[src/rtl/demux_if_bal_9_1_reg.sv]
`default_nettype none
// +----------------------------------------------------------------------------+
// | Module      : demux_if_bal_9_1_reg                                          |
// | Description : Single-entry registered demux routing one beat to one of N   |
// |               lanes; optional drop counter via DEMUX_DROP_CNT_EN.           |
// | Revision    : 1.0 - initial release                                        |
// +----------------------------------------------------------------------------+
module demux_if_bal_9_1_reg #(
    parameter int N  = 9,
    parameter int W  = 1,
    parameter int SW = $clog2(N)
) (
    input  logic           clk,
    input  logic           rst,
    input  logic           in_valid,
    output logic           in_ready,
    input  logic [W-1:0]   in_data,
    input  logic [SW-1:0]  in_sel,
    output logic [N-1:0]   out_valid,
    input  logic [N-1:0]   out_ready,
    output logic [N*W-1:0] out_data,
`ifdef DEMUX_DROP_CNT_EN
    output logic [15:0]    drop_cnt,
`endif
    output logic           err
);

    localparam logic [0:0]  c_ST_EMPTY = 1'b0;
    localparam logic [0:0]  c_ST_FULL  = 1'b1;
    localparam logic [SW:0] c_NUM_LANE = (SW+1)'(N);

    logic [0:0]   r_state;
    logic [0:0]   w_state_nxt;
    logic [W-1:0] r_data_q;
    logic [SW-1:0] r_sel_q;
    logic         r_err;

    logic         w_full;
    logic [N-1:0] w_lane_hit;
    logic         w_sel_ready;
    logic         w_accept;
    logic         w_in_range;
    logic         w_consume;
    logic         w_load;
    logic         w_drop;

    assign w_full = (r_state == c_ST_FULL);

    // One-hot decode of the held select; drives both out_valid and the ready mux.
    generate
        for (genvar k = 0; k < N; k++) begin : g_lane
            assign w_lane_hit[k]          = (r_sel_q == SW'(k));
            assign out_valid[k]           = w_full & w_lane_hit[k];
            assign out_data[k*W +: W]     = out_valid[k] ? r_data_q : '0;
        end
    endgenerate

    assign w_sel_ready = |(w_lane_hit & out_ready);
    assign w_consume   = w_full & w_sel_ready;
    assign in_ready    = ~w_full | w_sel_ready;
    assign w_accept    = in_valid & in_ready;
    assign w_in_range  = ({1'b0, in_sel} < c_NUM_LANE);
    assign err         = r_err;

    always_ff @(posedge clk) begin
        if (rst) begin
            r_state <= c_ST_EMPTY;
        end else begin
            r_state <= w_state_nxt;
        end
    end

    always_comb begin
        w_state_nxt = r_state;
        w_load      = 1'b0;
        w_drop      = 1'b0;
        case (r_state)
            c_ST_EMPTY: begin
                if (w_accept) begin
                    if (w_in_range) begin
                        w_load      = 1'b1;
                        w_state_nxt = c_ST_FULL;
                    end else begin
                        w_drop      = 1'b1;
                    end
                end
            end
            c_ST_FULL: begin
                // An out-of-range beat arriving on a consume edge still empties the buffer.
                if (w_accept && w_in_range) begin
                    w_load      = 1'b1;
                    w_state_nxt = c_ST_FULL;
                end else begin
                    w_drop      = w_accept;
                    if (w_consume) begin
                        w_state_nxt = c_ST_EMPTY;
                    end
                end
            end
            default: begin
                w_state_nxt = c_ST_EMPTY;
            end
        endcase
    end

    always_ff @(posedge clk) begin
        if (rst) begin
            r_data_q <= '0;
            r_sel_q  <= '0;
            r_err    <= 1'b0;
        end else begin
            r_err <= w_drop;
            if (w_load) begin
                r_data_q <= in_data;
                r_sel_q  <= in_sel;
            end
        end
    end

`ifdef DEMUX_DROP_CNT_EN
    logic [15:0] r_drop_cnt;

    always_ff @(posedge clk) begin
        if (rst) begin
            r_drop_cnt <= '0;
        end else if (w_drop && (r_drop_cnt != 16'hFFFF)) begin
            r_drop_cnt <= r_drop_cnt + 16'd1;
        end
    end

    assign drop_cnt = r_drop_cnt;
`else
    // Drop counter not built; discarded beats are reported only through err.
`endif

endmodule
`default_nettype wire

[config.mk]
export PLATFORM = sky130hd
export DESIGN_NAME = demux_if_bal_9_1_reg
export DESIGN_NICKNAME = d
export VERILOG_FILES = /design/src/rtl/demux_if_bal_9_1_reg.sv
export SDC_FILE = /design/constraint.sdc
export NUM_CORES = 1
export LEC_CHECK = 0
export ABC_AREA = 1
export BUFFER_PORTS_ARGS = -buffer_cell sky130_fd_sc_hd__buf_2
export CORE_MARGIN = 4
export CORE_UTILIZATION = 40
export CTS_CLUSTER_DIAMETER = 120
export DETAILED_ROUTE_END_ITERATION = 8
export GPL_ROUTABILITY_DRIVEN = 0
export GPL_TIMING_DRIVEN = 1
export PLACE_DENSITY_LB_ADDON = 0.15
export SYNTH_ARGS = -nofsm -noshare
export SYNTH_HDL_FRONTEND = slang
export SYNTH_SLANG_ARGS = --single-unit
[constraint.sdc]
create_clock -name clk -period 1.8 [get_ports clk]
set_clock_uncertainty 0.2 [all_clocks]
set_input_delay 0.36 -clock clk [delete_from_list [all_inputs] [get_ports clk]]
set_output_delay 0.36 -clock clk [all_outputs]
set_load 0.03 [all_outputs]
==> flow_summary.ini, run 1 <==
[setup_path]
r2r_setup_slack_ns = 0.07
rr_worst_depth = 11
required_ns = 1.24
cp-end-kind = output port
startpoint = r_sel_q[3]
startpoint_type = flop
max_stage_delay_ns = 0.37
cp_max_fo = 5
crit_type = reg -> out
worstPathArrival_ns = 1.35
cp_num_buf_inv = 2
r2r_end = r_sel_q[1]
crit_family = simple AND/OR/NAND/NOR gates
cp_cell_sequence = nor2_4 -> buf_4 -> nand3_2 -> nand2_2 -> nor2_4 -> nand3_4 -> buf_6
crit_top_cell = nor2_4
critPathSlowestCell = dfxtp_4
r2r-start = r_sel_q[3]

[run_status]
status = finished, violations left
violations = setup timing

[cts]
cts_root_buf = clkbuf_4
holdBufCountCts = 0
cts.sinks = 7
htreeDepth = 1
cts_tree = built
insertion_delay_ns = 0.25
cts_max_path_buffers = 2
path_clk_slew_ns = 0.05
cts_buffers = 3

[routing]
wl_per_cell_um = 13.1
viasPerCell = 5.17
drc = 0
ant_nets = 0
first_pass_iters = 4
drt_iter0_drc = 10
route.final.wire_length_mm = 2.05
vias = 812

[timing]
hold_violations = 0
max_freq_ghz = 0.524
final-setup-viol-count = 15
timing.final.crit_share_pct = 106
worst_pin_slew_ns = 0.438
fin_ws_ns = -0.107
slew_viol_final = 0
period_minus_slack_ns = 1.91
maxSlewHeadroom_pct = 70.6
rsz0062_at_grt = true

[cells_and_area]
post-route-util_pct = 81.9
finalNonFillerCells = 157
diodes = 0
layout_common_cells = nand2_1, buf_4, buf_2
fillers = 91
layout_commonest_cell = nand2_1
drive_above_1_share_pct = 69.0
fin_nets = 160
synthToLayoutAreaGrowth_pct = 88.6

[floorplan]
core_area_mm2 = 0.00132
pin_count = 37
dieArea_mm2 = 0.00210
start_util_pct = 43.4
dieWidth_um = 45.8
num_rows = 13
die_h_um = 45.8

[hold_path]
min_to = err
hp-class = in -> reg
worstHoldStart = rst
min_delay_path_depth = 2

[synthesis]
ys_ff_latch = 7
synth_top_family_by_area = simple AND/OR/NAND/NOR gates
yosysUniqueCellTypes = 15
synthCells = 94
synth-xor-area-share_pct = 0
muxShareOfSynthArea_pct = 0
synth_compound_area_share_pct = 2.19
syn_area_per_cell_um2 = 6.08
yosys_warnings = 0
synthSimpleGateAreaFrac_pct = 65.4
synth-adder-area-share_pct = 0
synth_seq_area_share_pct = 24.5
synth_nets = 111
syn-cell-area_um2 = 572

[global_route]
grt_max_degree = 19
grtUsageTotal_pct = 17.9
antenna_found_initial = 0
grt_pass1_wl_mm = 2.75
first_global_vias = 694
gr-total-overflow = 0

[power]
peakVddDrop_v = 0.000406
p_per_area_mw_per_mm2 = 523
leakage_nw = 0.506

[flow_run]
maxCapViolCount = 0

[placement]
dp.cells = 145
detailed_place_hpwl_mm = 1.24
portBuffers = 36
-- worst register-to-register path, stage by stage (launching register included) --
cell,delay [ns]
dfxtp_4,0.37
nor2_4,0.16
buf_4,0.17
nand3_2,0.08
nand2_2,0.09
nor2_4,0.04
nand3_4,0.06
buf_4,0.15
nand3_2,0.13
nand2_1,0.10
nand2_1,0.06
nor2_2,0.07
-- repair_timing --
item                                    CTS  global route
pin swaps                                 7            16
gates resized for setup                  35            23
buffers inserted                          3             4
gates cloned                              0             1
endpoints found under the setup margin   17            21
-- area by class of cell --
cell class              instances  area (um^2)  area share [%]
inverters                      11         45.0            4.18
repair buffers                 44          314            29.1
clock buffers                   4         26.3            2.44
multi-input cells              76          522            48.4
well taps                      15         18.8            1.74
flip-flops and latches          7          153            14.2
-- Yosys cell counts --
cell	n	area share (%)
nand2_1	26	17
nor2_1	13	8.5
nor2_2	10	11
nor3_1	10	8.8
nand3_1	9	7.9
dfxtp_1	7	25
inv_1	5	3.3
inv_2	5	3.3
nand3_4	2	6.1
nor2_4	2	3.9
clkbuf_1	1	0.66
clkinv_1	1	0.66
nand4_1	1	1.1
nor4_1	1	1.1
o31ai_2	1	2.2
-- report_power, final --
part           switching [mW]  total [mW]  leakage (nW)  internal (mW)
Combinational           0.150       0.239         0.431         0.0894
Sequential             0.0161       0.184        0.0601          0.168
Clock                  0.0556       0.140        0.0150         0.0845
-- through the flow --
step / hold WS [ns] / setup slack [ns] / TNS [ns] / instance area (um^2) / total power [mW]
finish: 0.0810 / -0.107 / -0.732 / 1080 / 0.564
global placement: 0.343 / 0.0851 / 0 / 816 / 0.353
floorplan: 0.239 / -0.0628 / -0.124 / 613 / 0.309
CTS: 0.0794 / -0.0588 / -0.414 / 967 / 0.525
detailed placement: 0.345 / 0.0554 / 0 / 816 / 0.356
global route: 0.0837 / -0.184 / -1.87 / 1080 / 0.594
-- cell families after synthesis --
kind of cell,count (synthesis)
simple gates,74
flops,7
compound gates,1
buf+inv,12
-- per-layer routing --
layer,wire length (um),global-route usage [%],vias to the layer above
met4,87,11.9,0
met3,204,3.16,10
met2,1060,32.0,41
li1,-,-,398
met1,705,18.7,363
met5,0,0,-
-- worst max-delay path by stage --
stage	endpoint	slack, ns	cells after the start
after global placement	in_ready	0.09	7
after CTS	in_ready	-0.06	7
after detailed placement	in_ready	0.06	7
final	in_ready	-0.11	7
after floorplan	out_data[1]	-0.06	4
after global routing	out_data[8]	-0.18	4
-- sequential cells by signal (all words and copies together), names as in the netlist --
signal,count
r_sel_q,4
r_data_q,1
r_state,1
err,1
Power figures use the tool's default switching activity.
==> run 2: changes to the inputs <==
==> constraint.sdc (replaced) <==
create_clock -name clk -period 2.1 [get_ports clk]
set_clock_uncertainty 0.2 [all_clocks]
set_input_delay 0.42 -clock clk [delete_from_list [all_inputs] [get_ports clk]]
set_output_delay 0.42 -clock clk [all_outputs]
set_load 0.03 [all_outputs]
==> flow_summary.ini, run 2 (synthesized netlist as in run 1, its figures left out) <==
[global_route]
first_global_vias = 561
grtUsageTotal_pct = 13.9
gr-total-overflow = 0
antenna_found_initial = 0
grt_pass1_wl_mm = 2.19
grt_max_degree = 19

[hold_path]
min_delay_path_depth = 2
hp-class = in -> reg

[run_status]
status = complete, no violations

[cts]
cts_buffers = 3
cts_tree = built
htreeDepth = 1
path_clk_slew_ns = 0.05
post-cts-setup-buffers = 0
cts_root_buf = clkbuf_4
cts.sinks = 7
insertion_delay_ns = 0.24
holdBufCountCts = 0
cts_max_path_buffers = 2
cts_resized = 0

[timing]
max_freq_ghz = 0.503
maxSlewHeadroom_pct = 78.1
period_minus_slack_ns = 1.99
final-setup-viol-count = 0
hold_violations = 0
fin_tns_setup_ns = 0
timing.final.crit_share_pct = 94.6
hold_slack_ns = 0.150
worst_pin_slew_ns = 0.327
slew_viol_final = 0

[power]
peakVddDrop_v = 0.000337
p_per_area_mw_per_mm2 = 512
leakage_nw = 0.437

[cells_and_area]
synthToLayoutAreaGrowth_pct = 41.6
fin_nets = 151
largest_register_ffs = 4
seq_area_um2 = 145
fillers = 149
layout_common_cells = buf_2, nand2_1, nor2_1
diodes = 0
layout_commonest_cell = buf_2
regMostFlops = r_sel_q
drive_above_1_share_pct = 49.6
multi_input_area_um2 = 395

[setup_path]
worstPathArrival_ns = 1.37
cp_max_fo = 8
rr_worst_depth = 9
startpoint_type = flop
required_ns = 1.48
cp-end-kind = output port
crit_type = reg -> out

[floorplan]
dieArea_mm2 = 0.00210
pin_count = 37
die_h_um = 45.8
start_util_pct = 43.4
core_area_mm2 = 0.00132
num_rows = 13
dieWidth_um = 45.8

[routing]
route.final.wire_length_mm = 1.44
wl_per_cell_um = 9.72
drt_iter0_drc = 8
viasPerCell = 4.57
vias = 677
drc = 0
ant_nets = 0
first_pass_iters = 4

[placement]
detailed_place_hpwl_mm = 1.20
portBuffers = 36

[flow_run]
maxCapViolCount = 0
run 2: cell count changes in the layout (fill, tap and decap cells not counted), moves of 7 or more:
cell,change
buf_2,+18
buf_4,-19
buf_6,-7
nor3_1,+9
nor3_2,-8
run 2: through the flow:
step / utilization, % / total power [mW] / setup slack, ns / cell area, um^2 / instances
2_1_floorplan: - / 0.259 / 0.150 / 578 / 94
3_3_place_gp: 58.7 / 0.296 / 0.319 / 773 / 144
3_5_place_dp: 58.7 / 0.299 / 0.303 / 773 / 144
4_1_cts: 60.7 / 0.417 / 0.0394 / 800 / 148
5_1_grt: 61.4 / 0.455 / -0.0273 / 810 / 148
6_report: 61.4 / 0.414 / 0.113 / 810 / 148
run 2: area by class of cell:
cell class / instances / area share [%]
multi-input cells: 75 / 48.8
inverters: 11 / 5.10
well taps: 15 / 2.32
clock buffers: 4 / 3.25
flip-flops and latches: 7 / 17.9
repair buffers: 36 / 22.6
run 2: worst max-delay path: stages (launching register included):
cell,delay [ns]
dfxtp_2,0.35
inv_2,0.07
nor2_4,0.19
nand3_1,0.10
nand2_1,0.08
nor2_2,0.05
nand3_4,0.09
clkbuf_4,0.19
run 2: final timing paths:
| kind | from | to | slack, ns |
|---|---|---|---|
| min reg2reg | r_sel_q[3] | r_sel_q[3] | 0.39 |
| max | r_sel_q[2] | in_ready | 0.11 |
| max reg2reg | r_sel_q[2] | r_sel_q[0] | 0.54 |
| min | rst | err | 0.15 |
run 2: power by group:
group / internal (mW) / total [mW] / switching (mW)
combinational: 0.0467 / 0.141 / 0.0944
sequential: 0.145 / 0.157 / 0.0119
clock: 0.0721 / 0.116 / 0.0437
total: 0.264 / 0.414 / 0.150
run 2: layer usage:
layer  vias to the layer above  global-route usage (%)  share of wire [%]
li1                        379                       -                  -
met4                         0                    6.82               0.63
met2                        26                    24.5                 47
met3                         2                    1.58                9.8
met1                       270                    16.3                 43
met5                         -                       0                  0
